[src/rtl/quad_imit_if.sv]
// Purpose: bus between the motion generator (master) and one quadrature imitator (slave).
//  ena/step/dir        : master -> imitator strobes
//  A/B/Z               : imitated quadrature and index lines
//  pending             : signed count of steps not yet emitted
//  busy/overflow       : activity and sticky saturation flags
interface quad_imit_if #(
    parameter int unsigned PEND_W = 16
);
    logic                     ena;
    logic                     step;
    logic                     dir;
    logic                     A;
    logic                     B;
    logic                     Z;
    logic signed [PEND_W-1:0] pending;
    logic                     busy;
    logic                     overflow;

    modport master (
        output ena, step, dir,
        input  A, B, Z, pending, busy, overflow
    );

    modport slave (
        input  ena, step, dir,
        output A, B, Z, pending, busy, overflow
    );
endinterface

[src/rtl/quad_imit.sv]
// Purpose: quadrature encoder imitator. Converts step/dir strobes into A/B/Z edges spaced
// at least MIN_PHASE clocks apart, buffering unemitted steps in a saturating signed count.
// Ports:
//  clk   : system clock
//  sclr  : synchronous active-high reset
//  clr   : synchronous clear from the encoder bus, same effect as sclr
//  bus   : quad_imit_if.slave (ena/step/dir in; A/B/Z/pending/busy/overflow out, all registered)
module quad_imit #(
    parameter int unsigned MIN_PHASE = 4,
    parameter int unsigned PEND_W    = 16,
    parameter int unsigned Z_PERIOD  = 4000
) (
    input  logic       clk,
    input  logic       sclr,
    input  logic       clr,
    quad_imit_if.slave bus
);
    localparam int unsigned POS_W = $clog2(Z_PERIOD);
    localparam int unsigned TMR_W = (MIN_PHASE > 1) ? $clog2(MIN_PHASE) : 1;
    localparam int unsigned SUM_W = PEND_W + 2;

    localparam logic [POS_W-1:0]        POS_LAST = POS_W'(Z_PERIOD - 1);
    localparam logic [TMR_W-1:0]        TMR_LOAD = TMR_W'(MIN_PHASE - 1);
    localparam logic signed [SUM_W-1:0] PEND_LIM = $signed({3'b000, {(PEND_W-1){1'b1}}});
    localparam logic signed [SUM_W-1:0] P_ONE    = $signed(SUM_W'(1));
    localparam logic signed [SUM_W-1:0] M_ONE    = $signed({SUM_W{1'b1}});

    logic signed [PEND_W-1:0] pend_q, pend_d;
    logic [POS_W-1:0]         pos_q, pos_d;
    logic [TMR_W-1:0]         tmr_q, tmr_d;
    logic                     ovf_q, ovf_d;
    logic                     a_q, a_d;
    logic                     b_q, b_d;
    logic                     z_q, z_d;
    logic                     busy_q, busy_d;

    logic                     emit;
    logic signed [SUM_W-1:0]  pend_ext;
    logic signed [SUM_W-1:0]  step_dl;
    logic signed [SUM_W-1:0]  emit_dl;
    logic signed [SUM_W-1:0]  sum_raw;
    logic signed [SUM_W-1:0]  sum_sat;

    // State register; clr and sclr both win over any same-cycle step.
    always_ff @(posedge clk) begin
        if (sclr || clr) begin
            pend_q <= '0;
            pos_q  <= '0;
            tmr_q  <= '0;
            ovf_q  <= 1'b0;
            a_q    <= 1'b0;
            b_q    <= 1'b0;
            z_q    <= 1'b1;
            busy_q <= 1'b0;
        end else begin
            pend_q <= pend_d;
            pos_q  <= pos_d;
            tmr_q  <= tmr_d;
            ovf_q  <= ovf_d;
            a_q    <= a_d;
            b_q    <= b_d;
            z_q    <= z_d;
            busy_q <= busy_d;
        end
    end

    // Next state: accumulate, emit one edge when allowed, derive outputs from the new position.
    always_comb begin
        pend_d   = pend_q;
        pos_d    = pos_q;
        tmr_d    = tmr_q;
        ovf_d    = ovf_q;
        step_dl  = '0;
        emit_dl  = '0;

        emit     = bus.ena && (tmr_q == '0) && (pend_q != '0);
        pend_ext = $signed({{2{pend_q[PEND_W-1]}}, pend_q});

        if (bus.step) begin
            step_dl = bus.dir ? M_ONE : P_ONE;
        end
        if (emit) begin
            emit_dl = pend_q[PEND_W-1] ? M_ONE : P_ONE;
        end

        // An emitted edge always moves pending toward zero, so only the step can overshoot.
        sum_raw = pend_ext + step_dl - emit_dl;
        sum_sat = sum_raw;
        if ((sum_raw > PEND_LIM) || (sum_raw < -PEND_LIM)) begin
            sum_sat = pend_ext - emit_dl;
            ovf_d   = 1'b1;
        end
        pend_d = sum_sat[PEND_W-1:0];

        if (emit) begin
            tmr_d = TMR_LOAD;
            if (!pend_q[PEND_W-1]) begin
                pos_d = (pos_q == POS_LAST) ? '0 : pos_q + POS_W'(1);
            end else begin
                pos_d = (pos_q == '0) ? POS_LAST : pos_q - POS_W'(1);
            end
        end else if (tmr_q != '0) begin
            tmr_d = tmr_q - TMR_W'(1);
        end

        // Quadrature phase is pos[1:0]; Z_PERIOD is a multiple of 4 so the wrap keeps them aligned.
        a_d    = pos_d[1] ^ pos_d[0];
        b_d    = pos_d[1];
        z_d    = (pos_d == '0);
        busy_d = (pend_d != '0) || (tmr_d != '0);
    end

    assign bus.A        = a_q;
    assign bus.B        = b_q;
    assign bus.Z        = z_q;
    assign bus.pending  = pend_q;
    assign bus.busy     = busy_q;
    assign bus.overflow = ovf_q;
endmodule
[src/flat_wrapper.sv]
// flat-port wrapper written by rule: the top's interface ports become plain ports
module quad_imit_flat 
#(
    parameter int unsigned MIN_PHASE = 4,
    parameter int unsigned PEND_W    = 16,
    parameter int unsigned Z_PERIOD  = 4000
)
  (clk, sclr, clr, bus_ena, bus_step, bus_dir, bus_A, bus_B, bus_Z, bus_pending, bus_busy, bus_overflow);
  quad_imit_if #(.PEND_W(PEND_W)) bus_i ();
  input  logic clk;
  input  logic sclr;
  input  logic clr;
  input wire logic [$bits(bus_i.ena)-1:0] bus_ena;
  input wire logic [$bits(bus_i.step)-1:0] bus_step;
  input wire logic [$bits(bus_i.dir)-1:0] bus_dir;
  output wire logic [$bits(bus_i.A)-1:0] bus_A;
  output wire logic [$bits(bus_i.B)-1:0] bus_B;
  output wire logic [$bits(bus_i.Z)-1:0] bus_Z;
  output wire logic [$bits(bus_i.pending)-1:0] bus_pending;
  output wire logic [$bits(bus_i.busy)-1:0] bus_busy;
  output wire logic [$bits(bus_i.overflow)-1:0] bus_overflow;
  assign bus_i.ena = bus_ena;
  assign bus_i.step = bus_step;
  assign bus_i.dir = bus_dir;
  assign bus_A = bus_i.A;
  assign bus_B = bus_i.B;
  assign bus_Z = bus_i.Z;
  assign bus_pending = bus_i.pending;
  assign bus_busy = bus_i.busy;
  assign bus_overflow = bus_i.overflow;
  quad_imit #(.MIN_PHASE(MIN_PHASE), .PEND_W(PEND_W), .Z_PERIOD(Z_PERIOD)) u_core (.clk(clk), .sclr(sclr), .clr(clr), .bus(bus_i));
endmodule
[config.mk]
export PLATFORM = sky130hd
export DESIGN_NAME = quad_imit_flat
export DESIGN_NICKNAME = d
export VERILOG_FILES = /design/src/rtl/quad_imit_if.sv /design/src/rtl/quad_imit.sv /design/src/flat_wrapper.sv
export SDC_FILE = /design/constraint.sdc
export NUM_CORES = 1
export LEC_CHECK = 0
export CELL_PAD_IN_SITES_DETAIL_PLACEMENT = 1
export CELL_PAD_IN_SITES_GLOBAL_PLACEMENT = 1
export CORE_MARGIN = 8
export CORE_UTILIZATION = 52
export DETAILED_ROUTE_END_ITERATION = 10
export DONT_BUFFER_PORTS = 1
export PLACE_DENSITY_LB_ADDON = 0.1
export REMOVE_ABC_BUFFERS = 1
export SETUP_SLACK_MARGIN = 0.5
export SLEW_MARGIN = 10
export SYNTH_ARGS = -nofsm -noshare
export SYNTH_HDL_FRONTEND = slang
export SYNTH_SLANG_ARGS = --single-unit
[constraint.sdc]
create_clock -name clk -period 13.9 [get_ports clk]
set_clock_uncertainty 0.15 [all_clocks]
set_input_delay 2.085 -clock clk [delete_from_list [all_inputs] [get_ports clk]]
set_output_delay 2.085 -clock clk [all_outputs]
set_load 0.005 [all_outputs]
==> impl_results.md, run 1 <==
* Run status: completed
* Max-cap violations at 0
* FP Rows at 33
* NetSw at roughly 0.67 mW
* Post-DP HPWL at about 11,000 µm
* Post-Syn Area at 4260 µm²
* Period minus WS final at roughly 8.2 ns
* Register share of total power at 0.122
* VDD IR max at 0.120 mV
* F_max at roughly 120 MHz
* Crit. End Element: flip-flop
* CP startpoint kind: primary input
* Slew Viols, Final at 0
* Die W at ~110 µm
* Largest net degree at the start of global routing at 35
* Crit path from: bus_ena
* Worst-margin pin slew at ~1.1 ns
* Unrepaired setup endpoints after global routing: false
* Antenna violations before repair at 0
* R2r startpoint: u_core.bus.pending[3]
* Routed Antenna Nets at 0
* WL per Instance at between 20 and 25 µm
* Final Hold Viols at 0
* Initial Utilization at 0.526
* Via count at between 4k and 5k
* Clk pwr share at 0.057
* Crit Path Category: primary input to flip-flop
* Data arrival, critical path at approximately 8 ns
* Number of enable-type register cells in the synthesized netlist at 0
* Clock transition at path regs at ~0.070 ns
* IO Pins at 27
* Post-synth top cells: inv_1, nor2_1, a21oi_1
* Slew HR at 0.268
* Final setup fails at 0
* Post-CTS resize count at 0
* Nets at approximately 600
* Antenna cells at 0
* Yosys top cell area share at 0.160
* Vias in the first global route at 4,217
* Async SR Flop Fraction at 0
* Synthesized area per cell at about 7.5 µm²
* Clock Latency Late Sink at 0.28 ns
* Synth top area cells: dfxtp_1, ha_1, fa_1
* Power share of the combinational group at 0.821
* Hold Startpoint: u_core.tmr_q[0]
* Power Total at roughly 1.2 mW
* Sequential area share after synthesis at 0.160
* Clock tree sinks at 34
* Worst Path Required at 13.89 ns
* P&R area growth vs syn at 2.06%
* Setup TNS Final at 0 ns
* Ys flop type: dfxtp_1
* Core area at 8090 µm²
* Most frequent cell after synthesis: inv_1
* Critical path peak fanout at 19
* Cell variety after synth at 71
* Final WL at about 13,000 µm
* Routed vias/inst at roughly 6.4
* CTS H-Tree Depth at 2
* Clk buf depth at 2
* TritonCTS clock tree: yes
* Min-Delay Path Class: flip-flop to flip-flop
* Synth area leader: dfxtp_1
* Pre-antenna DRT Iters at 5
* Die height at roughly 110 µm
* Share of cells above drive strength 1 at 0.0552
* Leak Pwr at approximately 1.8 nW
* GRT Total Usage at 0.228
* Setup Fix Bufs, Post-CTS at 0
* Net Sw Frac at 0.554
* GRT Residual Overflow at 0
* Crit share post-route at 0.590
* Full die area at 11,300 µm²
* DRT iter0 DRCs at around 210
* Port buffer count at 0
* Pwr Density at ~280 nW/µm²
* First-pass GRT wire length at 21,200 µm
* Cell Int Power at approximately 0.54 mW
* Post-synthesis instance total at about 560
* YS warnings at 0
* Yosys reg bits at 34
* DRC Markers at 0
* Num CTS Buffers at 5
* GP Congestion at around 0.86
* CTS Hold Buffers Added at 0
* Root buffer cell: clkbuf_8
==> through the flow <==
step                      instance area (µm²)  worst slack (ns)   util  cells  hold slack (ns)
final                                    4340              5.70  0.537    648            0.310
after global routing                     4340              5.27  0.537    648            0.342
after CTS                                4340              5.67  0.537    648            0.314
after detailed placement                 4270              5.41  0.527    641            0.304
after global placement                   4270              5.62  0.527    641            0.286
after floorplan                          4130              6.58      -    535            0.277
==> power groups by stage <==
stage	combinational [mW]	clock, mW	sequential [mW]
finish	0.998	0.0697	0.148
CTS	0.984	0.0705	0.148
global route	1.09	0.0739	0.149
floorplan	0.746	0	0.138
detailed placement	0.975	0	0.150
global placement	0.935	0	0.149
==> logic make-up (layout without fill, tap and decap cells) <==
| kind of cell | Yosys count | in the layout | share of synthesized area |
|---|---|---|---|
| and+or+nand+nor | 185 | 185 | 0.218 |
| AOI/OAI and AO/OA | 171 | 171 | 0.282 |
| buffers and inverters | 89 | 68 | 0.0835 |
| adders and majority gates | 53 | 53 | 0.186 |
| DFF | 34 | 34 | 0.160 |
| xor gates and xnor gates | 22 | 22 | 0.0453 |
| muxes | 10 | 10 | 0.0250 |
==> cells in the final DEF (no fill, tap or decap), types with 6 or more instances in the layout <==
master,netlist,layout
inv_1,59,59
nor2_1,55,55
a21oi_1,39,39
nand2_1,36,36
ha_1,36,36
dfxtp_1,34,34
o21ai_0,31,31
nor3_1,18,18
fa_1,17,17
a21o_1,16,16
nand3_1,15,15
xnor2_1,14,14
nor4_1,9,9
o21a_1,8,8
mux2i_1,8,8
xor2_1,8,8
a31oi_1,7,7
nand2b_1,7,7
a211oi_1,7,7
o22ai_1,7,7
and4_1,7,7
or2_2,6,6
nor2b_1,6,6
==> critical path, stage by stage <==
cell and delay (ns):
nand3_1 0.37, clkinv_1 0.61, nand2_1 0.61, inv_1 0.63
fa_1 0.74, inv_1 0.05, ha_1 0.40, a21o_1 0.28
a21o_1 0.23, o31a_1 0.34, a211oi_1 0.30, mux2_2 0.41
a211o_1 0.40, o21ai_2 0.36, mux2i_1 0.29, nor2_1 0.07
==> sequential cells by signal, indices dropped and copies added (netlist names) <==
signal / count
u_core.bus.pending: 16
u_core.pos_q: 12
u_core.tmr_q: 2
u_core.bus.A: 1
u_core.bus.Z: 1
u_core.bus.busy: 1
u_core.bus.overflow: 1
==> final timing paths <==
kind / endpoint / slack (ns) / cells past startpoint
hold reg to reg: u_core.tmr_q[0] / 0.31 / 1
setup / recovery: u_core.bus.pending[6] / 5.70 / 16
setup reg to reg: u_core.bus.pending[6] / 6.52 / 18
hold / removal: u_core.tmr_q[0] / 0.31 / 1
==> routing by layer <==
metal,GRT usage,share of wire,vias up
met3,0.0224,0.037,21
met2,0.392,0.48,91
met1,0.291,0.46,2036
li1,-,-,1979
met4,0.0744,0.020,0
met5,0,0,-
==> final cells by class <==
| type | count | area, µm² |
|---|---|---|
| Tap cell | 105 | 131 |
| Sequential cell | 34 | 681 |
| Clock inverter | 2 | 10.0 |
| Inverter | 60 | 225 |
| Fill cell | 1068 | 3750 |
| Clock buffer | 5 | 68.8 |
| Timing Repair Buffer | 1 | 7.51 |
| Multi-Input combinational cell | 441 | 3220 |
(Power assumes the default switching activity.)
==> run 2, diff against run 1 <==
- CORE_UTILIZATION: 52 -> 49
- clock period: 13.9 -> 8.4 ns (I/O delays scaled with it)
==> impl_results.md, run 2 (synthesis gave the netlist of run 1 again) <==
* Run status: completed
* Clock tree sinks at 34
* Pre-CTS setup slack at between 1 and 1.5 ns
* WL per Instance at between 15 and 20 µm
* Core area at around 8600 µm²
* Num CTS Buffers at 5
* First-pass GRT wire length at ~21,000 µm
* Die W at around 110 µm
* Slew Viols, Final at 0
* Final Hold Viols at 0
* R2r startpoint: u_core.bus.pending[3]
* Via count at slightly above 4k
* Commonest non-fill, non-tap cell in the layout: inv_1
* Pre-antenna DRT Iters at 4
* Unrepaired setup endpoints after global routing: false
* Crit path buffers/inverters at 3
* VDD IR max at ~0.19 mV
* Most frequent cells in the layout: inv_1, nor2_1, a21oi_1
* Port buffer count at 0
* Critical path, cell by cell: nor4_1, nand4_1, nand3_1, clkinv_1, nand2_1, inv_1, fa_1, inv_1, ha_1, a21o_1, a21oi_1, o2bb2ai_1, and4_1, nor4_1, o21ai_2, o21ai_2, mux2i_1, nor2_1
* Routed Antenna Nets at 0
* Setup Fix Bufs, Post-CTS at 0
* Max-cap violations at 0
* Power Total at approximately 2.0 mW
* Share of cells above drive strength 1 at 0.0587
* Crit. End Element: flip-flop
* Hold Startpoint: u_core.tmr_q[0]
* Data arrival, critical path at around 6.9 ns
* Min-Delay Path Class: flip-flop to flip-flop
* F_max at roughly 140 MHz
* Largest net degree at the start of global routing at 35
* Antenna violations before repair at 0
* Worst Path Required at between 8 and 9 ns
* P&R area growth vs syn at 2.70%
* GP Congestion at 0.905
* Clock Latency Late Sink at slightly below 0.3 ns
* FP Rows at 34
* TritonCTS clock tree: yes
* CP startpoint kind: flip-flop
* Post-DP HPWL at between 10,000 and 15,000 µm
* Worst r2r path cells at 18
* Root buffer cell: clkbuf_8
* Critical path peak fanout at 17
* Worst-margin pin slew at about 1.0 ns
* Pwr Density at 463 nW/µm²
* Crit Path Category: flip-flop to flip-flop
* Final setup fails at 0
* GRT Total Usage at 0.220
* Finished Layout Cells at about 650
* Slew HR at 0.305
* Die height at ~110 µm
* Full die area at 11,900 µm²
* Antenna cells at 0
* Initial Utilization at 0.495
* Leak Pwr at roughly 1.8 nW
* Period minus WS final at 6.90 ns
* Crit path from: u_core.bus.pending[3]
* Clock transition at path regs at around 0.080 ns
* Worst path max stage delay at between 0.7 and 0.8 ns
* Routed vias/inst at between 6 and 7
* Hold Path Stages at 1
* Placed insts at 645
* CTS H-Tree Depth at 2
* Setup TNS Final at 0 ns
* Final WS setup at about 1.5 ns
* Crit share post-route at 0.822
* CP Depth at 18
* Critical path's slowest cell: fa_1
* Final WL at 12,900 µm
* DRT iter0 DRCs at 240
* CTS Hold Buffers Added at 0
* Max reg flops at 16
* Clk buf depth at 2
* DRC Markers at 0
* Nets at 603
* IO Pins at 27
* GRT Residual Overflow at 0
* Vias in the first global route at 4,054
* Crit-path leading delay family: simple AND/OR/NAND/NOR gates
* Post-CTS resize count at 0
==> run 2: changes by cell type in the layout (fill, tap and decap cells not counted) <==
cell        change
clkinv_2        -1
clkinvlp_4      +1
clkbuf_8        +1
buf_4           +1
==> run 2: worst paths after layout <==
check	end	slack (ns)
worst max-delay path	u_core.bus.pending[6]	1.50
worst min-delay path	u_core.tmr_q[0]	0.31
worst min register to register	u_core.tmr_q[0]	0.31
worst max register to register	u_core.bus.pending[6]	1.50
==> run 2: area by class of cell <==
type | count | area, µm²
clock buffers | 6 | 82.6
clock inverters | 2 | 12.5
fillers | 1110 | 4220
inverters | 60 | 225
multi-input cells | 441 | 3220
flip-flops and latches | 34 | 681
well taps | 108 | 135
repair buffers | 2 | 15.0
==> run 2: stage by stage <==
step / area, µm² / hold slack (ns) / utilization
finish: 4370 / 0.309 / 0.509
global route: 4370 / 0.341 / 0.509
CTS: 4370 / 0.311 / 0.509
detailed placement: 4280 / 0.300 / 0.498
global placement: 4280 / 0.294 / 0.498
floorplan: 4130 / 0.277 / -
==> run 2: power breakdown <==
group          internal [mW]  switching [mW]
sequential             0.194          0.0491
clock                 0.0660          0.0666
combinational          0.650            1.00
total                  0.910            1.12
==> run 2: layer usage <==
| layer | track usage | vias to the layer above | share of wire |
|---|---|---|---|
| met2 | 0.353 | 66 | 0.46 |
| met1 | 0.308 | 2041 | 0.49 |
| li1 | - | 1982 | - |
| met3 | 0.0319 | 15 | 0.034 |
| met5 | 0 | - | 0 |
| met4 | 0.0395 | 0 | 0.010 |
==> run 3, diff against run 2 <==
- CORE_UTILIZATION: 49 -> 44
- clock period: 8.4 -> 5.95 ns (I/O delays scaled with it)
==> impl_results.md, run 3 (synthesis gave the netlist of run 1 again) <==
* Nets at 616
* Filler cells at about 1.2k
* Root buffer cell: clkbuf_8
* Final WL at 13,500 µm
* Run status: completed
* Num CTS Buffers at 5
* CP startpoint kind: flip-flop
* DRC Markers at 0
* Leak Pwr at between 1.5 and 2 nW
* Reg2Reg Setup Slack at around 0.80 ns
* Most frequent cells in the layout: inv_1, nor2_1, a21oi_1
* Crit Path Category: flip-flop to flip-flop
* Clock Latency Late Sink at 0.29 ns
* Final setup fails at 0
* GRT Residual Overflow at 0
* FP Rows at 36
* Slew HR at 0.507
* Clk buf depth at 2
* Power share of the combinational group at 0.824
* GP Congestion at ~0.85
* Pre-antenna DRT Iters at 4
* Crit path buffers/inverters at 5
* Critical path, cell by cell: nor4_1, nand4_1, nand3_1, clkinv_1, nand2_1, inv_1, buf_4, buf_4, fa_1, inv_1, ha_1, a21oi_1, o21ai_2, or2_2, o22ai_1, o2111ai_1, a2111oi_4, o21ai_2, and2_1, o21ba_2
* GRT Total Usage at 0.207
* WL per Instance at a little under 20 µm
* Min-Delay Path Class: flip-flop to flip-flop
* Clk pwr share at 0.063
* P&R area growth vs syn at 6.41%
* Worst Path Required at between 5 and 6 ns
* Critical path's slowest cell: fa_1
* Antenna violations before repair at 0
* Setup Fix Bufs, Post-CTS at 0
* IO Pins at 27
* VDD IR max at approximately 0.29 mV
* Data arrival, critical path at 5.19 ns
* Routed Antenna Nets at 0
* Power Total at between 2 and 3 mW
* Via count at 4,115
* Antenna cells at 0
* Critical path peak fanout at 9
* Final WS setup at between 0.8 and 0.9 ns
* CTS H-Tree Depth at 2
* Commonest non-fill, non-tap cell in the layout: inv_1
* Largest net degree at the start of global routing at 35
* Placed insts at 682
* Pwr Density at between 600 and 700 nW/µm²
* Port buffer count at 0
* Clock transition at path regs at ~0.07 ns
* Worst path max stage delay at 0.52 ns
* Die height at 114 µm
* Unrepaired setup endpoints after global routing: false
* Post-DP HPWL at about 11,000 µm
* Crit-path leading delay family: compound AO/OA/AOI/OAI gates
* Period minus WS final at about 5.1 ns
* Crit. End Element: flip-flop
* Initial Utilization at 0.444
* Net Sw Frac at 0.549
* DRT iter0 DRCs at 315
* Full die area at around 13,000 µm²
* Final Hold Viols at 0
* Max-cap violations at 0
* Register share of total power at 0.113
* Cell Int Power at around 1.3 mW
* Routed vias/inst at just under 6
* Pre-CTS setup slack at between 0.5 and 0.6 ns
* Core area at approximately 9600 µm²
* Finished Layout Cells at roughly 690
* Die W at approximately 110 µm
* Vias in the first global route at just over 4k
* Clock tree sinks at 34
* Slew Viols, Final at 0
* Share of cells above drive strength 1 at 0.0896
* F_max at slightly below 200 MHz
* First-pass GRT wire length at 21,700 µm
* Crit share post-route at 0.865
* WHS at around 0.31 ns
* NetSw at 1.62 mW
* Max reg flops at 16
* TritonCTS clock tree: yes
* Worst-margin pin slew at 0.721 ns
==> run 3: cell types whose count changed in the layout (fill, tap and decap cells not counted), sizes merged <==
cell,delta
buf,+12
o21ai,+1
clkinvlp,-1
clkbuf,+1
==> run 3: timing repair <==
item                                    in CTS  in global routing
endpoints found under the setup margin       0                 16
resized for setup                            0                  9
endpoints found under the hold margin        0                  0
hold buffers                                 0                  0
==> run 3: metrics by stage <==
stage | setup TNS [ns] | utilization | instance area (µm²)
finish | 0 | 0.472 | 4530
CTS | 0 | 0.468 | 4490
floorplan | -1.33 | - | 4130
global route | 0 | 0.472 | 4530
detailed placement | 0 | 0.458 | 4400
global placement | 0 | 0.458 | 4400
==> run 3: power by group through the flow <==
stage	sequential, mW	clock [mW]	combinational [mW]
2_1_floorplan	0.323	0	1.74
3_3_place_gp	0.337	0	2.28
3_5_place_dp	0.337	0	2.33
4_1_cts	0.332	0.189	2.35
5_1_grt	0.339	0.200	2.65
6_report	0.333	0.186	2.43
==> run 3: worst paths after layout <==
kind | depth (start not counted) | from | end
min reg2reg | 1 | u_core.tmr_q[0] | u_core.tmr_q[0]
min | 1 | u_core.tmr_q[0] | u_core.tmr_q[0]
max | 20 | u_core.bus.pending[11] | u_core.bus.pending[2]
max reg2reg | 20 | u_core.bus.pending[11] | u_core.bus.pending[2]
==> run 3: area by class of cell <==
class                      instances  area, µm²  share of cell area
multi-input combinational        442       3260               0.720
sequential                        34        681               0.150
inverter                          60        225              0.0497
tap                              133        166              0.0367
timing repair buffer              14        105              0.0232
clock buffer                       7       86.3              0.0191
clock inverter                     1       5.00             0.00110
==> run 3: layer usage <==
metal / global-route usage / share of wire / up-vias
li1: - / - / 2008
met1: 0.282 / 0.50 / 2042
met2: 0.350 / 0.47 / 58
met3: 0.0200 / 0.021 / 7
met4: 0.0346 / 0.0065 / 0
met5: 0 / 0 / -
